## src/rtl/apb2lb_tmo.sv

```systemverilog
// APB slave to local-bus bridge (wen/wready writes, ren/rvalid reads); optional abort timer under `LB_TIMEOUT_EN.
// Latency: setup -> wen/ren next cycle; pready one cycle after the local-bus handshake (min one APB wait state).
// Backpressure: holds wen/ren (and so the APB access) until wready/rvalid, or until the timer aborts with pslverr.
module apb2lb_tmo #(
   parameter int ADDR_W      = 32,
   parameter int DATA_W      = 32,
   parameter int STRB_W      = DATA_W / 8,
   parameter int TIMEOUT_CYC = 255
) (
   input  logic              clk,
   input  logic              rst,
   input  logic              psel,
   input  logic              penable,
   input  logic              pwrite,
   input  logic [ADDR_W-1:0] paddr,
   input  logic [DATA_W-1:0] pwdata,
   input  logic [STRB_W-1:0] pstrb,
   output logic [DATA_W-1:0] prdata,
   output logic              pready,
   output logic              pslverr,
   output logic [ADDR_W-1:0] waddr,
   output logic [DATA_W-1:0] wdata,
   output logic [STRB_W-1:0] wstrb,
   output logic              wen,
   input  logic              wready,
   output logic [ADDR_W-1:0] raddr,
   output logic              ren,
   input  logic [DATA_W-1:0] rdata,
   input  logic              rvalid
);

   if (DATA_W != 8 && DATA_W != 16 && DATA_W != 32 && DATA_W != 64) begin : g_bad_data_w
      $error("apb2lb_tmo: DATA_W must be 8, 16, 32 or 64");
   end
   if (TIMEOUT_CYC < 1 || TIMEOUT_CYC > 65535) begin : g_bad_tmo
      $error("apb2lb_tmo: TIMEOUT_CYC must be in 1..65535");
   end

   typedef enum logic [1:0] {IDLE, WRITE, READ, RESP} state_t;

   typedef struct packed {
      logic [ADDR_W-1:0] addr;
      logic [DATA_W-1:0] dat;
      logic [STRB_W-1:0] strb;
   } wr_hdr_t;

   state_t              state_q, state_d;
   wr_hdr_t             wr_q, wr_d;
   logic [ADDR_W-1:0]   raddr_q, raddr_d;
   logic                wen_q, wen_d;
   logic                ren_q, ren_d;
   logic                pready_q, pready_d;
   logic [DATA_W-1:0]   prdata_q, prdata_d;
   logic                setup_vld;
   logic                tmo_hit;

   assign setup_vld = psel && !penable;

`ifdef LB_TIMEOUT_EN
   localparam logic [15:0] TMO_LIM = 16'(TIMEOUT_CYC);

   logic [15:0] cnt_q, cnt_d, cnt_nxt;
   logic        pslverr_q, pslverr_d;

   assign cnt_nxt = cnt_q + 16'd1;
   assign tmo_hit = (cnt_nxt == TMO_LIM);

   always_comb begin
      cnt_d     = cnt_q;
      pslverr_d = 1'b0;
      case (state_q)
         IDLE:  if (setup_vld) cnt_d = '0;
         WRITE: begin
            cnt_d     = cnt_nxt;
            pslverr_d = !wready && tmo_hit;
         end
         READ:  begin
            cnt_d     = cnt_nxt;
            pslverr_d = !rvalid && tmo_hit;
         end
         default: cnt_d = cnt_q;
      endcase
   end

   always_ff @(posedge clk or negedge rst) begin
      if (!rst) begin
         cnt_q     <= '0;
         pslverr_q <= 1'b0;
      end else begin
         cnt_q     <= cnt_d;
         pslverr_q <= pslverr_d;
      end
   end

   assign pslverr = pslverr_q;
`else
   assign tmo_hit = 1'b0;
   assign pslverr = 1'b0;
`endif

   always_comb begin
      state_d  = state_q;
      wr_d     = wr_q;
      raddr_d  = raddr_q;
      wen_d    = wen_q;
      ren_d    = ren_q;
      pready_d = 1'b0;
      prdata_d = '0;
      case (state_q)
         IDLE: begin
            if (setup_vld) begin
               if (pwrite) begin
                  wr_d    = '{addr: paddr, dat: pwdata, strb: pstrb};
                  wen_d   = 1'b1;
                  state_d = WRITE;
               end else begin
                  raddr_d = paddr;
                  ren_d   = 1'b1;
                  state_d = READ;
               end
            end
         end
         WRITE: begin
            // Handshake is checked before the timer so a late wready still wins.
            if (wready || tmo_hit) begin
               wen_d    = 1'b0;
               pready_d = 1'b1;
               state_d  = RESP;
            end
         end
         READ: begin
            if (rvalid) begin
               ren_d    = 1'b0;
               pready_d = 1'b1;
               prdata_d = rdata;
               state_d  = RESP;
            end else if (tmo_hit) begin
               ren_d    = 1'b0;
               pready_d = 1'b1;
               state_d  = RESP;
            end
         end
         RESP: state_d = IDLE;
         default: state_d = IDLE;
      endcase
   end

   always_ff @(posedge clk or negedge rst) begin
      if (!rst) begin
         state_q  <= IDLE;
         wr_q     <= '0;
         raddr_q  <= '0;
         wen_q    <= 1'b0;
         ren_q    <= 1'b0;
         pready_q <= 1'b0;
         prdata_q <= '0;
      end else begin
         state_q  <= state_d;
         wr_q     <= wr_d;
         raddr_q  <= raddr_d;
         wen_q    <= wen_d;
         ren_q    <= ren_d;
         pready_q <= pready_d;
         prdata_q <= prdata_d;
      end
   end

   assign waddr  = wr_q.addr;
   assign wdata  = wr_q.dat;
   assign wstrb  = wr_q.strb;
   assign wen    = wen_q;
   assign raddr  = raddr_q;
   assign ren    = ren_q;
   assign pready = pready_q;
   assign prdata = prdata_q;

endmodule

```

## config.mk

```make
export PLATFORM = sky130hd
export DESIGN_NAME = apb2lb_tmo
export DESIGN_NICKNAME = d
export VERILOG_FILES = /design/src/rtl/apb2lb_tmo.sv
export SDC_FILE = /design/constraint.sdc
export NUM_CORES = 1
export LEC_CHECK = 0
export CAP_MARGIN = 20
export CORE_UTILIZATION = 45
export DETAILED_ROUTE_END_ITERATION = 8
export PLACE_DENSITY = 0.87
export SETUP_SLACK_MARGIN = 0.1
export SYNTH_ARGS = -nofsm -noshare
export SYNTH_HDL_FRONTEND = slang
export SYNTH_SLANG_ARGS = --single-unit
```

## constraint.sdc

```tcl
create_clock -name clk -period 3.56 [get_ports clk]
set_clock_uncertainty 0.05 [all_clocks]
set_input_delay 0.712 -clock clk [delete_from_list [all_inputs] [get_ports clk]]
set_output_delay 0.712 -clock clk [all_outputs]
set_load 0.02 [all_outputs]
```

==> results by stage <==
Synth:
- Synthesis produced a netlist with a net count of 437.
- The total number of yosys warnings is 0.
- The post-synthesis cell type count is 26.
- The post-synth design cell area is between 5000 and 6000 sq um.
- Synthesis inferred ~140 register bits.
- The share of the Yosys chip area taken by registers is 0.647.
- The number of standard cells after synthesis is ~330.
- The mean cell area of the mapped netlist is about 16 sq um.

Timing:
- The count of pins over their slew limit is 0.
- Setup repair after global routing left no endpoint under its margin.
- The time the worst path needs with I/O delays and setup is roughly 2.3 ns.
- The worst pin sits at a relative slew slack of 0.447.
- Setup violations remaining at the end of the flow were counted as 0.
- The post-route clock period utilization is 0.657.
- The minimum hold slack is a little under 0.2 ns.
- The worst setup margin is 1.22 ns.
- The final hold violation count is 0.
- The sum of negative setup slack is 0 ns.
- The transition time at the pin with the least slew margin is 0.830 ns.
- Timing would allow up to about 0.43 GHz.

Clock network:
- The deepest level of the CTS H-tree is 4.
- Post-CTS repair changed the size of 0 cells.
- The clock latency reported for the late side of the worst-skew pair is between 0.4 and 0.5 ns.
- The longest clock path from root to sink contains 2 buffers.
- In this run the post-CTS setup repair buffer count came out at 0.
- The clock transition time at the flip-flop clock pins of the worst setup and hold paths is roughly 0.06 ns.
- The clock tree from TritonCTS is done.
- The tree built by TritonCTS fans out to 137 sinks.
- In this run, post-CTS hold repair placed 0 buffers.
- The CTS root buffer is sky130_fd_sc_hd__clkbuf_16.
- The number of buffers created by CTS is 17.

Final layout:
- For this run, the post-layout net count is between 600 and 700.
- Across the whole layout, storage elements account for around 3400 sq um.
- The number of fill cells is a little over 700.
- The fraction of final layout cells with drive strength greater than 1 is 0.236.
- From synthesis to final layout, the design area changed by 59.2%.
- The area of all placed cells without fillers is around 8400 sq um.
- The number of antenna diodes in the final layout is 0.
- The area occupied by multi-input gates is ~1700 sq um.

Setup path:
- Grouping stages by cell kind, the critical path spends the most delay in simple AND/OR/NAND/NOR gates.
- The worst-path maximum fanout is 20.
- For this run, the slowest stage of the critical path takes about 0.68 ns.
- STA classifies the critical path endpoint as a flip-flop.
- The startpoint kind of the worst setup timing path is a flip-flop.
- The slowest stage of the critical path is the sky130_fd_sc_hd__and4bb_2 cell.
- By startpoint and endpoint, the worst setup path is classified as reg2reg.
- The signal arrival time at the worst endpoint is 2.58 ns.
- The signal on the critical path passes through inv_1 > ha_1 > and4bb_2 > buf_12 > mux2_4.
- The required arrival time at the worst endpoint is ~3.8 ns.
- The count of buffering cells on the critical path with inverters included is 2.

Global route:
- The global routing usage summed across all routing layers is 0.221.
- The total overflow reported by the global router is 0.
- The number of global-route vias before repair came to between 3000 and 4000.
- The first global-routing pass estimated roughly 21000 microns of wire.
- The pin count of the biggest net entering global routing is about 110.
- The number of antenna violations at the first check in global routing came to 0.

Floorplan:
- The floorplan step defined a die boundary enclosing about 12000 sq um.
- Pin placement for this block handled approximately 240 I/O pins.
- The die height is roughly 110 microns.
- The floorplan die width is about 110 microns.
- The initial standard-cell utilization of the core is 0.462.
- The core area is about 11000 sq um.
- The number of placement rows is 39.

Routing:
- In the final routed layout, each cell accounts on average for ~18 microns.
- In this run the remaining antenna-violating nets after routing total 0.
- The first detailed-routing pass took 6 iterations.
- The total vias in the final route is around 3600.
- For this block, the initial DRC count from the detailed router was roughly 120.
- In the routed design, unresolved DRC markers number 0.
- The average vias per placed instance is approximately 5.0.
- The wire length reported by the detailed router is around 13000 microns.

Power and ir drop:
- The cell leakage power is 3.82 nW.
- The worst ir drop on vdd is approximately 0.59 mV.
- In this run the power density over the cells is around 910 nW/um^2.

Flow run:
- Across the run, the number of max-cap violations was 0.

Placed design:
- The instance area at placement is between 7000 and 8000 sq um.
- The half-perimeter wire length after placement is between 8000 and 9000 microns.
- The routability congestion estimate is around 0.74.
- The quantity of I/O buffers inserted on ports is 241.
- Timing analysis after detailed placement gives a worst setup slack of 0.843 ns.

Outcome:
- The run finished with clean final reports.

Hold path:
- The class of the most critical hold timing path is in2async.
-- cell families (layout without fill, tap and decap cells) --
group / after synthesis / count (layout) / synth area share
compound gates: 10 / 10 / 0.0139
fa+ha+maj: 5 / 5 / 0.0118
buf+inv: 23 / 283 / 0.0347
flops: 137 / 137 / 0.647
mux: 100 / 100 / 0.233
other cells: 1 / 1 / 0.000708
simple gates: 49 / 49 / 0.0583
-- cells in the final DEF (no fill, tap or decap) --
cell and count:
sky130_fd_sc_hd__o311ai_1 1, sky130_fd_sc_hd__clkbuf_8 4, sky130_fd_sc_hd__buf_16 1, sky130_fd_sc_hd__conb_1 1
sky130_fd_sc_hd__o211ai_1 1, sky130_fd_sc_hd__and4bb_2 1, sky130_fd_sc_hd__a211o_1 1, sky130_fd_sc_hd__mux2_2 71
sky130_fd_sc_hd__and3_1 32, sky130_fd_sc_hd__inv_1 3, sky130_fd_sc_hd__nand4b_1 1, sky130_fd_sc_hd__ha_1 5
sky130_fd_sc_hd__o21ai_0 3, sky130_fd_sc_hd__buf_6 1, sky130_fd_sc_hd__clkdlybuf4s50_1 240, sky130_fd_sc_hd__a22oi_1 2
sky130_fd_sc_hd__clkbuf_1 3, sky130_fd_sc_hd__o2bb2ai_1 1, sky130_fd_sc_hd__clkinv_2 4, sky130_fd_sc_hd__nand2b_1 3
sky130_fd_sc_hd__nand3_1 1, sky130_fd_sc_hd__clkbuf_16 17, sky130_fd_sc_hd__bufinv_16 4, sky130_fd_sc_hd__o32a_1 1
sky130_fd_sc_hd__buf_12 1, sky130_fd_sc_hd__nor3b_1 2, sky130_fd_sc_hd__dfrtp_1 137, sky130_fd_sc_hd__nand2_1 1
sky130_fd_sc_hd__nor2b_1 5, sky130_fd_sc_hd__buf_4 5, sky130_fd_sc_hd__nor2_1 2, sky130_fd_sc_hd__mux2_4 29
sky130_fd_sc_hd__or3_1 1
-- final cells by class --
cell class / instances / share of cell area
clock buffer: 24 / 0.0583
clock inverter: 8 / 0.0166
inverter: 3 / 0.00134
multi-input combinational: 165 / 0.200
sequential: 137 / 0.407
tap: 143 / 0.0212
timing repair buffer: 248 / 0.296
-- worst paths after layout --
kind	start	endpoint	slack (ns)	depth (start not counted)
setup / recovery	state_q[0]	raddr[7]	1.22	5
hold / removal	rst	wdata[27]	0.20	1
setup reg to reg	state_q[0]	raddr[7]	1.22	5
hold reg to reg	wdata[7]	wdata[7]	0.45	1
max in group asynchronous	rst	prdata[25]	2.29	3
min in group clk	wdata[7]	wdata[7]	0.45	1
-- per-layer routing --
metal  GRT usage  share of wire  up-vias
li1            -              -     1631
met1       0.263           0.40     1834
met2       0.372           0.51      159
met3      0.0735          0.069       16
met4      0.0818          0.016        0
met5           0              0        -
-- Yosys cell counts --
cell | n | area share
sky130_fd_sc_hd__dfrtp_1 | 137 | 0.65
sky130_fd_sc_hd__mux2_2 | 71 | 0.15
sky130_fd_sc_hd__and3_1 | 32 | 0.038
sky130_fd_sc_hd__mux2_4 | 29 | 0.082
sky130_fd_sc_hd__buf_6 | 12 | 0.026
sky130_fd_sc_hd__clkbuf_1 | 6 | 0.0043
sky130_fd_sc_hd__ha_1 | 5 | 0.012
sky130_fd_sc_hd__nor2b_1 | 5 | 0.0059
sky130_fd_sc_hd__inv_1 | 3 | 0.0021
sky130_fd_sc_hd__nand2b_1 | 3 | 0.0035
sky130_fd_sc_hd__o21ai_0 | 3 | 0.0028
sky130_fd_sc_hd__a22oi_1 | 2 | 0.0028
sky130_fd_sc_hd__buf_4 | 2 | 0.0028
sky130_fd_sc_hd__nor2_1 | 2 | 0.0014
sky130_fd_sc_hd__nor3b_1 | 2 | 0.0028
sky130_fd_sc_hd__a211o_1 | 1 | 0.0017
sky130_fd_sc_hd__and4bb_1 | 1 | 0.0024
sky130_fd_sc_hd__conb_1 | 1 | 0.00071
sky130_fd_sc_hd__nand2_1 | 1 | 0.00071
sky130_fd_sc_hd__nand3_1 | 1 | 0.00094
sky130_fd_sc_hd__nand4b_1 | 1 | 0.0017
sky130_fd_sc_hd__o211ai_1 | 1 | 0.0014
sky130_fd_sc_hd__o2bb2ai_1 | 1 | 0.0017
sky130_fd_sc_hd__o311ai_1 | 1 | 0.0017
sky130_fd_sc_hd__o32a_1 | 1 | 0.0019
sky130_fd_sc_hd__or3_1 | 1 | 0.0012
-- power breakdown --
part           internal [mW]  total [mW]  switching, mW
Combinational           1.76        3.25           1.49
Sequential              2.20        2.53          0.330
Clock                   1.24        1.86          0.620
Total                   5.20        7.64           2.44
-- state kept, by name, indices dropped and copies added (netlist names) --
signal / count
pready: 1
wen: 1
state_q: 2
wdata: 32
wstrb: 4
waddr: 32
ren: 1
prdata: 32
raddr: 32
-- metrics by stage --
stage          cells  total power [mW]  utilization
3_3_place_gp     695              5.69        0.678
4_1_cts          727              7.70        0.733
3_5_place_dp     695              5.79        0.678
6_report         728              7.64        0.735
5_1_grt          728              7.97        0.735
2_1_floorplan    325              4.17            -
No activity file was read; power rests on OpenSTA's default activity.
